`config.mk`:
```
export PLATFORM = sky130hd
export DESIGN_NAME = dual_rail_tx
export DESIGN_NICKNAME = d
export VERILOG_FILES = /design/src/rtl/pa_AsyncCordic.sv /design/src/rtl/dual_rail_tx.sv
export SDC_FILE = /design/constraint.sdc
export NUM_CORES = 1
export LEC_CHECK = 0
export BUFFER_PORTS_ARGS = -buffer_cell sky130_fd_sc_hd__buf_2
export CELL_PAD_IN_SITES_DETAIL_PLACEMENT = 0
export CELL_PAD_IN_SITES_GLOBAL_PLACEMENT = 1
export CORE_MARGIN = 4
export CORE_UTILIZATION = 43
export DETAILED_ROUTE_END_ITERATION = 8
export GPL_TIMING_DRIVEN = 0
export MAX_ROUTING_LAYER = met4
export PLACE_DENSITY_LB_ADDON = 0.1
export SLEW_MARGIN = 0
export SYNTH_ARGS = -nofsm -noshare
export SYNTH_HDL_FRONTEND = slang
export SYNTH_SLANG_ARGS = --single-unit
```
`constraint.sdc`:
```
create_clock -name clk -period 2.4 [get_ports clk]
set_input_delay 0.12 -clock clk [delete_from_list [all_inputs] [get_ports clk]]
set_output_delay 0.12 -clock clk [all_outputs]
set_load 0.005 [all_outputs]
```
`src/rtl/pa_AsyncCordic.sv`:
```
// Shared types and widths for the asynchronous CORDIC datapath.
//   RW          : MSB index of a datapath word (word width is RW+1).
//   dual_rail_t : one dual-rail bit. {data_1,data_0} = 00 spacer, 10 logic 1,
//                 01 logic 0, 11 never legal.
package pa_AsyncCordic;

  localparam int RW = 15;

  typedef struct packed {
    logic data_1;
    logic data_0;
  } dual_rail_t;

endpackage

```
`src/rtl/dual_rail_tx.sv`:
```
// dual_rail_tx: clocked producer for a 4-phase return-to-zero dual-rail channel.
// Takes single-rail operands over valid/ready, and for each one drives a
// dual-rail codeword, then an all-zero spacer. It advances on the synchronized
// downstream acknowledge.
//
// Ports
//   clk      in   system clock
//   arst     in   asynchronous active-low reset
//   data_i   in   single-rail operand, SIZE+1 bits
//   valid_i  in   operand valid
//   ready_o  out  transmitter can accept an operand
//   data_o   out  dual-rail channel, one dual_rail_t per operand bit
//   ack_i    in   completion-detector acknowledge, asynchronous to clk
//   busy_o   out  token in flight (DATA or NULL)
//   err_o    out  sticky error: handshake timeout or ack seen while IDLE
//
// States
//   INIT | wait for the synchronizer to fill and for ack_s=0 (downstream empty)
//   IDLE | ready_o=1, spacer on the channel
//   LOAD | operand captured, codeword goes out on the next edge
//   DATA | codeword held until ack_s=1
//   NULL | spacer held until ack_s=0
module dual_rail_tx #(
  parameter int SIZE        = pa_AsyncCordic::RW,
  parameter int SYNC_STAGES = 2,
  parameter int TIMEOUT     = 1024
) (
  input  logic                               clk,
  input  logic                               arst,
  input  logic [SIZE:0]                      data_i,
  input  logic                               valid_i,
  output logic                               ready_o,
  output pa_AsyncCordic::dual_rail_t [SIZE:0] data_o,
  input  logic                               ack_i,
  output logic                               busy_o,
  output logic                               err_o
);

  localparam int CW = (TIMEOUT > 0) ? $clog2(TIMEOUT + 1) : 1;
  localparam logic [CW-1:0] CNT_MAX = CW'(TIMEOUT);

  typedef enum logic [2:0] {
    ST_INIT,
    ST_IDLE,
    ST_LOAD,
    ST_DATA,
    ST_NULL
  } state_t;

  state_t state_q, state_d;

  logic [SYNC_STAGES-1:0] ack_sync_q, ack_sync_d;
  // prime_q fills with ones after reset. INIT must not trust ack_s until
  // ack_i has propagated through every synchronizer stage. Otherwise the
  // reset value of the synchronizer would look like a released ack.
  logic [SYNC_STAGES-1:0] prime_q, prime_d;
  logic                   ack_s;

  logic [SIZE:0]                       cap_q, cap_d;
  logic [CW-1:0]                       cnt_q, cnt_d;
  logic                                err_q, err_d;
  logic                                ready_q, ready_d;
  logic                                busy_q, busy_d;
  pa_AsyncCordic::dual_rail_t [SIZE:0] dout_q, dout_d;
  pa_AsyncCordic::dual_rail_t [SIZE:0] code;
  logic                                in_flight;

  assign ack_s = ack_sync_q[SYNC_STAGES-1];

  always_comb begin
    for (int i = 0; i <= SIZE; i++) begin
      code[i].data_1 = cap_q[i];
      code[i].data_0 = ~cap_q[i];
    end
  end

  always_comb begin
    state_d    = state_q;
    cap_d      = cap_q;
    err_d      = err_q;
    cnt_d      = cnt_q;
    ack_sync_d = {ack_sync_q[SYNC_STAGES-2:0], ack_i};
    prime_d    = {prime_q[SYNC_STAGES-2:0], 1'b1};

    unique case (state_q)
      ST_INIT: begin
        if (prime_q[SYNC_STAGES-1] && !ack_s) state_d = ST_IDLE;
      end
      ST_IDLE: begin
        // An ack while nothing is outstanding means the downstream is out of
        // step. Flag it and resynchronise through INIT.
        if (ack_s) begin
          err_d   = 1'b1;
          state_d = ST_INIT;
        end else if (valid_i && ready_q) begin
          cap_d   = data_i;
          state_d = ST_LOAD;
        end
      end
      ST_LOAD: state_d = ST_DATA;
      ST_DATA: begin
        if (ack_s) state_d = ST_NULL;
      end
      ST_NULL: begin
        if (!ack_s) state_d = ST_IDLE;
      end
      default: state_d = ST_INIT;
    endcase

    in_flight = (state_q == ST_DATA) || (state_q == ST_NULL);

    // The counter saturates at CNT_MAX, so a very late ack cannot wrap it.
    if (state_d != state_q) begin
      cnt_d = '0;
    end else if (in_flight && (cnt_q != CNT_MAX)) begin
      cnt_d = cnt_q + 1'b1;
    end

    // Timeout only raises err_o. The handshake continues and waits for the ack.
    if ((TIMEOUT > 0) && in_flight && (cnt_d == CNT_MAX)) err_d = 1'b1;

    // Outputs are decoded from the next state, so they are registered and
    // change together with the state.
    ready_d = (state_d == ST_IDLE);
    busy_d  = (state_d == ST_DATA) || (state_d == ST_NULL);
    dout_d  = (state_d == ST_DATA) ? code : '0;
  end

  always_ff @(posedge clk or negedge arst) begin
    if (!arst) begin
      state_q    <= ST_INIT;
      ack_sync_q <= '0;
      prime_q    <= '0;
      cap_q      <= '0;
      cnt_q      <= '0;
      err_q      <= 1'b0;
      ready_q    <= 1'b0;
      busy_q     <= 1'b0;
      dout_q     <= '0;
    end else begin
      state_q    <= state_d;
      ack_sync_q <= ack_sync_d;
      prime_q    <= prime_d;
      cap_q      <= cap_d;
      cnt_q      <= cnt_d;
      err_q      <= err_d;
      ready_q    <= ready_d;
      busy_q     <= busy_d;
      dout_q     <= dout_d;
    end
  end

  assign ready_o = ready_q;
  assign busy_o  = busy_q;
  assign err_o   = err_q;
  assign data_o  = dout_q;

endmodule

```
-- After elaboration in Yosys (flattened, before gate mapping)
Cells that the tools add are included.
- add/sub/neg operators: 1
- equal/unequal tests: 10
- muxes and demuxes: 12
- bitwise gates (word level): 17
- reductions and logical operators: 12
- operator list (cell ; count):
    $mux W32 ; 1
    $mux W11 ; 2
    $not A1 Y1 ; 17
    $mux W3 ; 5
    $pmux W3 S5 ; 1
    $add A11 B1 Y11 const B ; 1
    $eq A11 B11 Y1 const B ; 1
    $ne A11 B11 Y1 const B ; 1
    $eq A3 B2 Y1 const B ; 3
    $eq A3 B1 Y1 const B ; 2
    $eq A3 B3 Y1 const B ; 2
    $logic_and A1 B1 Y1 ; 4
    $reduce_bool A2 Y1 ; 2
    $logic_not A3 Y1 ; 1
    $mux W1 ; 3
    $ne A3 B3 Y1 ; 1
    $reduce_and A3 Y1 ; 1
    $logic_or A1 B1 Y1 ; 2
    $reduce_and A2 Y1 ; 1
    $logic_not A1 Y1 ; 1
- register bits after elaboration: 69
- bits of input ports: 20
- output and inout port bits: 35
- logic and storage cells: 92

-- Longest topological paths before layout
Gate-level depths: netlist of the first run.
- depth after elaboration: 10
- mapped depth: 8
- depth with buffers taken out: 7

-- Worst setup path before layout of the first run
No wires, ideal clock.
- kind: register to register
- start: reg state_q[1]
- end: reg cap_q[0]
- library setup time: 0.125 ns
- data arrival time: 1.655 ns
- required time: 2.275 ns
- setup slack: 0.620 ns
- stages on the path, launching flop included: 6
- buffers on the path: 2
- clock period less this slack: 1.780 ns
- cells stage by stage: dfrtp_1 -> nand3b_4 -> or4b_4 -> buf_6 -> buf_12 -> mux2_4
- longest elaborated chain between the ends: 2
- RTL lines (item ; line ; RTL):
    from (decl) ; dual_rail_tx.sv:50 ; state_t state_q, state_d;
    from (signal assigned) ; dual_rail_tx.sv:141 ; state_q <= state_d;
    $eq A3 B1 Y1 ; dual_rail_tx.sv:85 ; unique case (state_q)
    $reduce_and A3 Y1 (no source line) ; n/a ;
    to (signal assigned) ; dual_rail_tx.sv:144 ; cap_q <= cap_d;
    to (decl) ; dual_rail_tx.sv:59 ; logic [SIZE:0] cap_q, cap_d;
No other way between the ends.
A chain may end at the register's enable or synchronous reset.

-- Worst setup path in the final report of the first run
- start: reg state_q[1]
- end: reg err_q (netlist: err_o)
- longest elaborated chain between the ends: 9
- elaborated cells on any way between the ends: 22
- those cells by class: eq/ne: 6; mux: 9; reduce/logical: 7
- RTL lines (item ; line ; RTL):
    $mux W3 (tied with other cells) ; dual_rail_tx.sv:95 ; end else if (valid_i && ready_q) begin
    $mux W3 / $logic_or A1 B1 Y1 (equally long branches) ; dual_rail_tx.sv:92, dual_rail_tx.sv:110 ;
    $pmux W3 S5 / $logic_and A1 B1 Y1 (equally long branches) ; dual_rail_tx.sv:85, dual_rail_tx.sv:115 ;
    $ne A3 B3 Y1 / $mux W11 (equally long branches) ; dual_rail_tx.sv:113, dual_rail_tx.sv:115 ;
    $mux W11 ; dual_rail_tx.sv:113 ; if (state_d != state_q) begin
    $eq A11 B11 Y1 ; dual_rail_tx.sv:120 ; if ((TIMEOUT > 0) && in_flight && (cnt_d == CNT_MAX)) err_d = 1'b1;
    $logic_and A1 B1 Y1 ; dual_rail_tx.sv:120 ;
    $reduce_bool A2 Y1 (no source line) ; n/a ;
    $reduce_and A2 Y1 (no source line) ; n/a ;
    to (signal assigned) ; dual_rail_tx.sv:146 ; err_q <= err_d;
    to (decl) ; dual_rail_tx.sv:61 ; logic err_q, err_d;
Parallel ways exist; a longest one is shown, timed or not.

==> metrics.txt, run 1 <==
Post-synth EDFFs=0; worst-path fanout max=8; Post-Layout Inst Area=about 0.0034 mm2; CTS Buf Count=9; Die ar.=~0.0078 mm2; fin. max-slew vios=0; First-pass DRT Iterations=4; reg-to-reg slack, setup=between 400 and 500 ps; fin worst setup slack=407 ps; Worst-Margin Slew=between 800 and 900 ps; Die Ht=88.3 um; Vias=about 1800; Vias/cell=roughly 4.8; relative slew slack=~44%; Die X=roughly 88 um; Max Clk Rate=around 0.5 GHz; top_reg_cell synth=dfrtp_1; Total Routing Usage GR=roughly 16%; unrepaired setup endpoints after global routing=false; area of the multi-input gates=about 960 um2; Critical Path RT=about 2700 ps; synth warn=0; met3 usage=5.77%; row count=28; min cycle time layout=1990 ps; drt first-iter violations=58; post-CTS sizing=0; most common cell after layout, fill and taps aside=dfrtp_1; HP Class=in2reg; CP Launch Type=register; final antenna-violating net count=0; Final #Nets=roughly 310; Starting Density=between 40 and 50%; crit path capture type=register; max-cap violation count=0; busiest grt layer=met2; Final GP Congestion=0.755; antenna cells=0; first-pass GRT wire length=between 9000 and 10000 um; wire length per cell=roughly 14 um; Seq/Total Area, Yosys=approximately 62%; critical path type=reg2reg; grt met1 use=20.4%; CTS tree=built; initial antenna violation count=0; final hold vios=0; Yosys cell types=41; VDD IR-drop max=0.630 mV; status=finished clean; final WL=5300 um; Leak=approximately 1.8 nW; Mapped Avg Cell Area=12.7 um2; clk root buf=clkbuf_8; synthesis-stage register bit count=slightly below 70; met2 Usage GRT=about a quarter; CTS Sinks=between 60 and 70; area growth from synthesis to layout=22.7%; Placed Cells=347; Core ar.=0.00610 mm2; largest net degree at the start of global routing=70; period utilization=around 83%; setup_tns=0 ps; Final setup viols=0; post-place setup slack=a little under 400 ps; Remaining Overflow, GRT=0; Ports=55; Synth async-reset ratio=100%; worst endpoint data arrival time=~2200 ps; drt drc=0; Power Total=around 3.4 mW; Fillers=~550; share of cells above drive strength 1=33.2%; Max clock buf depth=2; Synth Instances=~220; Worst-path clk slew=around 70 ps; post-synth top area share=roughly 62%; Placed Instance Area=roughly 0.0031 mm2; H-tree depth=3; Buffers on Ports=54; register area=about 0.0017 mm2; worst skew pair latency=roughly 330 ps; Synthesized Nets=240; Synth area leader=dfrtp_1; Post-Layout Cell Count=370; vias in the first global route=around 1800; Final Skew=just under 5 ps; Netlist Area Pre-Place=roughly 0.0028 mm2; commonest non-fill, non-tap cells in the layout=dfrtp_1 (69), buf_2 (56), nor2_1 (28); dpl hpwl=3550 um; ranking of synthesized cells by area=dfrtp_1 (62%), mux2_4 (4.3%), and2_1 (3.8%); Pwr Density=1010 mW/mm2
-- worst max-delay path, cell delays in order (launching register included) --
cell       delay (ps)
dfrtp_1           470
or2_2             370
mux2i_4           280
and4_1            320
xnor2_1           160
o2111ai_1         150
o21ai_0           170
-- repair_timing --
| item | CTS | global route |
|---|---|---|
| endpoints found under the setup margin | 0 | 0 |
| hold endpoints to repair | 75 | 0 |
| hold buffers | 7 | 0 |
| setup buffers | 0 | 0 |
-- registers in the layout, indices dropped and copies added, names as in the netlist --
signal / cells
data_o: 32
cap_q: 16
cnt_q: 11
state_q: 3
ack_sync_q: 2
prime_q: 2
busy_o: 1
err_o: 1
ready_o: 1
-- cells in the mapped netlist (all sizes together) (2+ instances only) --
cell type and number:
nand2 9, inv 3, or2 3, mux2 16, and3 4, nor2 28, clkbuf 8, xnor2 7
nand4 3, ha 2, dfrtp 69, nor4b 3, o21ai 4, a31oi 2, nand3b 2, mux2i 2
a21oi 2, nand3 7, xor2 7, o21a 2, buf 5, nor3 2, and2 17
-- metrics by stage --
| stage | utilization (%) | hold slack, ps |
|---|---|---|
| 5_1_grt | 55.8 | 5.07 |
| 3_5_place_dp | 51.5 | 230 |
| 3_3_place_gp | 51.4 | 228 |
| 4_1_cts | 55.8 | 1.18 |
| 6_report | 55.8 | 17.8 |
| 2_1_floorplan | - | -176 |
-- layer usage --
layer / wire (um) / up-vias
met3: 335 / 2
li1: - / 871
met4: 30 / 0
met1: 2400 / 853
met2: 2540 / 45
met5: 0 / -
-- worst paths after layout --
path / start / to / depth (start not counted)
min in group asynchronous: arst / cnt_q[1]$_DFF_PN0_ / 2
worst min-delay path: data_i[8] / cap_q[8]$_DFFE_PN0P_ / 2
max in group asynchronous: arst / cnt_q[9]$_DFF_PN0_ / 2
worst max register to register: state_q[1]$_DFF_PN0_ / err_o$_DFFE_PN0P_ / 6
worst min register to register: ack_sync_q[0]$_DFF_PN0_ / ack_sync_q[1]$_DFF_PN0_ / 0
worst max-delay path: state_q[1]$_DFF_PN0_ / err_o$_DFFE_PN0P_ / 6
-- area by class of cell --
type,count,share of cell area [%]
sequential,69,50.8
multi-input combinational,133,28.1
timing repair buffer,61,10.1
clock buffer,12,4.27
tap,75,2.76
buffer,13,2.25
clock inverter,4,1.40
inverter,3,0.331
-- power by group --
part           switching [mW]  total (mW)  internal, mW
Sequential              0.153        1.62          1.47
Combinational           0.434       0.890         0.456
Clock                   0.423       0.929         0.506
-- cells by family after synthesis --
group	after synthesis	synth area share, %
other	1	0.135
adders and majority gates	2	0.903
AOI/OAI and AO/OA	14	3.39
muxes	18	8.76
DFF	69	62.3
xor gates and xnor gates	14	4.43
and+or+nand+nor	84	16.9
buffers and inverters	16	3.16
No activity file was read; power rests on OpenSTA's default activity.
==> run 2, diff against run 1 <==
clock period = 2.1 ns   (was 2.4 ns; I/O delays follow)
==> metrics.txt, run 2 (synthesized netlist as in run 1, its figures left out) <==
Starting Density=45.4% (unchanged); hold path cells=2 (unchanged); H-tree depth=3 (unchanged); drt drc=0 (unchanged); Core ar.=0.00610 mm2 (unchanged); Ports=55 (unchanged); CTS tree=built; worst hold start=data_i[14]; Die ar.=0.00779 mm2 (unchanged); Post-Layout Cell Count=382 (+3.2%); Final setup viols=0 (unchanged); Post-Layout Inst Area=0.00352 mm2 (+3.5%); Vias=1816 (+2.5%); Final Skew=3.83 ps (-1.08 ps); largest net degree at the start of global routing=70 (unchanged); Hold EP=cap_q[14]$_DFFE_PN0P_; fin worst setup slack=219 ps (-188 ps); worst-path fanout max=8 (unchanged); wire length per cell=14.2 um (-1.2%); post-layout util=57.7% (+1.9 points); unrepaired setup endpoints after global routing=false; fin. max-slew vios=0 (unchanged); flip-flop count of the largest register after layout=32 (unchanged); Die X=88.3 um (unchanged); worst endpoint data arrival time=2140 ps (-100 ps); period utilization=89.5% (+6.5 points); initial antenna violation count=0 (unchanged); HP Class=in2reg; final WL=5410 um (+2.0%); CTS Buf Count=9 (unchanged); Final #Nets=324 (+3.8%); crit path capture type=register; Placed Cells=347 (unchanged); Max Clk Rate=0.532 GHz (+6.0%); VDD IR-drop max=0.706 mV (+12%); row count=28 (unchanged); Worst Reg-to-Reg Cells=6 (unchanged); Pwr Density=1130 mW/mm2 (+12%); RR Endpoint=err_o$_DFFE_PN0P_; final antenna-violating net count=0 (unchanged); area growth from synthesis to layout=27.0%; CTS Sinks=69 (unchanged); dpl hpwl=3550 um (unchanged); Worst-Margin Slew=838 ps (+0.860 ps); share of cells above drive strength 1=33.9% (+0.66 points); Vias/cell=4.75 (-0.68%); most common cell after layout, fill and taps aside=dfrtp_1; Buffers on Ports=54 (unchanged); antenna cells=0 (unchanged); relative slew slack=44.1% (-0.057 points); min cycle time layout=1880 ps (-112 ps); Max clock buf depth=2 (unchanged); Worst-path clk slew=70 ps (about the same); Die Ht=88.3 um (unchanged); final hold vios=0 (unchanged); First-pass DRT Iterations=4 (unchanged); Leak=1.81 nW (+2.8%); Fillers=537 (-2.7%); Remaining Overflow, GRT=0 (unchanged); reg-to-reg critical path startpoint=state_q[1]$_DFF_PN0_; worst skew pair latency=330 ps (about the same); CP Launch Type=register; Critical Path RT=2360 ps (-290 ps); status=finished clean; max-cap violation count=0 (unchanged); drt first-iter violations=69 (+19%); critical path type=reg2reg; clk root buf=clkbuf_8; Total Routing Usage GR=16.2% (+0.26 points); reg-to-reg slack, setup=220 ps (-190 ps); commonest non-fill, non-tap cells in the layout=dfrtp_1 (68), buf_2 (56), nor2_1 (28); vias in the first global route=1855 (+2.5%); Final GP Congestion=0.755 (unchanged); setup_tns=0 ps (unchanged); hold slack=11.5 ps (-6.29 ps); post-place setup slack=94.1 ps (-300 ps); first-pass GRT wire length=9230 um (+1.8%); Power Total=3.99 mW (+16%); Placed Instance Area=0.00314 mm2 (unchanged)
-- run 2: changes by cell type in the layout (fill, tap and decap cells not counted) --
cell	delta
dfrtp_2	+1
dlygate4sd3_1	+9
and4_2	+1
buf_4	+3
dfrtp_1	-1
ha_1	-1
ha_2	+1
o21ai_1	+1
o21ai_0	-1
and4_1	-1
-- run 2: repair_timing --
item                                   CTS  global route
setup endpoints to repair                0             1
endpoints found under the hold margin   84             0
hold buffers                            16             0
resized for setup                        0             4
setup buffers                            0             3
-- run 2: how the worst max path moves through the flow --
stage / slack [ps] / end / start
3_5_place_dp: 90 / err_o$_DFFE_PN0P_ / state_q[1]$_DFF_PN0_
6_report: 220 / err_o$_DFFE_PN0P_ / state_q[1]$_DFF_PN0_
3_3_place_gp: 80 / err_o$_DFFE_PN0P_ / state_q[1]$_DFF_PN0_
4_1_cts: 70 / err_o$_DFFE_PN0P_ / state_q[1]$_DFF_PN0_
2_1_floorplan: 320 / cap_q[0]$_DFFE_PN0P_ / state_q[1]$_DFF_PN0_
5_1_grt: 40 / err_o$_DFFE_PN0P_ / state_q[1]$_DFF_PN0_
-- run 2: layout make-up --
cell class,count,area [um2],area share (%)
Buffer,13,76.3,2.17
Clock buffer,12,145,4.13
Clock inverter,4,47.5,1.35
Inverter,3,11.3,0.320
Multi-Input combinational cell,133,960,27.3
Sequential cell,69,1730,49.1
Tap cell,75,93.8,2.67
Timing Repair Buffer,73,455,12.9
-- run 2: layer usage --
metal	global-route usage, %	share of wire (%)	vias up
li1	-	-	895
met5	-	0	-
met2	24.5	49	40
met4	4.95	0.55	0
met1	20.7	45	879
met3	5.49	5.7	2
-- run 2: critical path, cell delays in order (launching register included) --
cell and delay, ps:
dfrtp_2 460, or2_2 350, mux2i_4 240, and4_2 310, xnor2_1 150, o2111ai_1 160, o21ai_1 140
-- run 2: report_power, final --
| part | internal, mW | total (mW) | switching [mW] | leakage [nW] |
|---|---|---|---|---|
| Sequential | 1.68 | 1.86 | 0.177 | 0.910 |
| Combinational | 0.557 | 1.06 | 0.507 | 0.805 |
| Clock | 0.578 | 1.07 | 0.487 | 0.0964 |
==> run 3, diff against run 2 <==
CELL_PAD_IN_SITES_DETAIL_PLACEMENT = 1   (was 0)
CORE_ASPECT_RATIO = 0.9   (was not set)
==> metrics.txt, run 3 (synthesized netlist as in run 1, its figures left out) <==
unrepaired setup endpoints after global routing=false; area growth from synthesis to layout=27.3%; dpl hpwl=3890 um (+9.4%); period utilization=93.1% (+3.6 points); slowest stage cell, crit path=dfrtp_1; RR Endpoint=err_o$_DFFE_PN0P_; setup_tns=0 ps (unchanged); status=finished clean; vias in the first global route=2067 (+11%); clk root buf=clkbuf_8; fin worst setup slack=144 ps (-75.1 ps); first-pass GRT wire length=10200 um (+11%); Worst Reg-to-Reg Cells=6 (unchanged); Ports=55 (unchanged); CTS Sinks=69 (unchanged); share of cells above drive strength 1=33.8% (-0.11 points); final hold vios=0 (unchanged); final WL=5860 um (+8.3%); relative slew slack=43.6% (-0.52 points); post-place setup slack=135 ps (+41.3 ps); Max clock buf depth=2 (unchanged); wire length per cell=14.9 um (+5.6%); Remaining Overflow, GRT=0 (unchanged); hold path cells=5 (+3); crit path capture type=register; Vias=1892 (+4.2%); Vias/cell=4.83 (+1.5%); Total Routing Usage GR=17.5% (+1.3 points); Hold EP=state_q[0]$_DFF_PN0_; Max Clk Rate=0.511 GHz (-3.8%); max-cap violation count=0 (unchanged); H-tree depth=3 (unchanged); hold slack=322 ps (+311 ps); Starting Density=44.8% (-0.63 points); Final Skew=10.4 ps (+6.61 ps); worst hold start=valid_i; worst path bufs/invs=0 (unchanged); Worst-Margin Slew=846 ps (+7.82 ps); Die X=92.6 um (+4.9%); Pwr Density=1110 mW/mm2 (-2.4%); worst endpoint data arrival time=2220 ps (+80 ps); Final setup viols=0 (unchanged); Critical Path RT=2360 ps (about the same); CTS tree=built; area of the multi-input gates=971 um2 (+1.2%); CP Launch Type=register; drt drc=0 (unchanged); critical path cell sequence=or2_2 -> mux2i_4 -> and4_4 -> xnor2_1 -> o2111ai_1 -> o21ai_0; commonest non-fill, non-tap cells in the layout=dfrtp_1 (69), buf_2 (56), nor2_1 (28); Die ar.=0.00779 mm2 (about the same); most common cell after layout, fill and taps aside=dfrtp_1; Top delay family on crit path=simple AND/OR/NAND/NOR gates; flip-flop count of the largest register after layout=32 (unchanged); antenna cells=0 (unchanged); worst-path fanout max=8 (unchanged); initial antenna violation count=0 (unchanged); Core ar.=0.00618 mm2 (+1.4%); Final #Nets=322 (-0.62%); largest net degree at the start of global routing=70 (unchanged); critical path type=reg2reg; register area=0.00173 mm2 (about the same); fin. max-slew vios=0 (unchanged); Placed Cells=359 (+3.5%); reg-to-reg slack, setup=140 ps (-80 ps); Worst-path clk slew=70 ps (about the same); min cycle time layout=1960 ps (+75.1 ps); max incr delay on CP=460 ps (about the same); drt first-iter violations=56 (-19%); HP Class=in2reg; VDD IR-drop max=0.639 mV (-9.5%); reg-to-reg critical path startpoint=state_q[1]$_DFF_PN0_; Post-Layout Cell Count=392 (+2.6%); Fillers=664 (+24%); CTS Buf Count=9 (unchanged); worst skew pair latency=350 ps (+20 ps); Leak=1.79 nW (-0.96%); final antenna-violating net count=0 (unchanged); Final GP Congestion=0.767 (+1.5%); Die Ht=84.1 um (-4.7%); Buffers on Ports=54 (unchanged); First-pass DRT Iterations=4 (unchanged); row count=27 (-3.6%)
==> run 3: changes by cell type in the layout (fill, tap and decap cells not counted), moves of 2 or more <==
| cell | change |
|---|---|
| clkinv_2 | -2 |
| clkbuf_1 | -4 |
| buf_4 | -3 |
| dlygate4sd3_1 | +2 |
| clkinvlp_4 | +2 |
| inv_6 | +3 |
==> run 3: where the power goes <==
part           total (mW)  switching (mW)  internal [mW]
logic                1.04           0.508          0.535
clock network       0.981           0.540          0.442
registers            1.88           0.198           1.68
==> run 3: layer usage <==
layer  vias to the layer above  part of all wire, %  track usage [%]
met1                       951                   46             22.2
li1                        890                    -                -
met5                         -                    0                -
met2                        47                   48             27.0
met3                         4                  5.1             5.73
met4                         0                 0.72             5.26
==> run 3: worst max path at each step <==
stage	from	endpoint	slack (ps)	depth (start not counted)
after floorplan	state_q[1]$_DFF_PN0_	cap_q[0]$_DFFE_PN0P_	320	5
after global placement	state_q[1]$_DFF_PN0_	err_o$_DFFE_PN0P_	130	6
after detailed placement	state_q[1]$_DFF_PN0_	err_o$_DFFE_PN0P_	140	6
after CTS	state_q[1]$_DFF_PN0_	err_o$_DFFE_PN0P_	90	6
after global routing	state_q[1]$_DFF_PN0_	err_o$_DFFE_PN0P_	10	6
final	state_q[1]$_DFF_PN0_	err_o$_DFFE_PN0P_	140	6
==> run 3: repair_timing <==
item,in CTS,in global routing
hold buffers,18,0
setup buffers,0,0
setup endpoints to repair,0,3
resized for setup,0,6
hold endpoints to repair,86,0
==> run 3: area by class of cell <==
class / instances / area share, %
sequential: 69 / 49.0
multi-input combinational: 133 / 27.5
timing repair buffer: 72 / 12.8
clock buffer: 9 / 3.51
tap: 87 / 3.09
buffer: 12 / 2.09
clock inverter: 7 / 1.63
inverter: 3 / 0.319
==> run 3: stage by stage <==
step	cell area [um2]	util (%)	power (mW)
after global placement	3150	50.9	2.89
after floorplan	2770	-	2.51
final	3530	57.0	3.90
after global routing	3530	57.0	4.19
after CTS	3510	56.8	3.97
after detailed placement	3150	51.0	2.94
==> run 3: worst reg2reg max path, stage by stage (launching register included) <==
cell and delay, ps:
dfrtp_1 460, or2_2 370, mux2i_4 280, and4_4 300
xnor2_1 150, o2111ai_1 150, o21ai_0 170
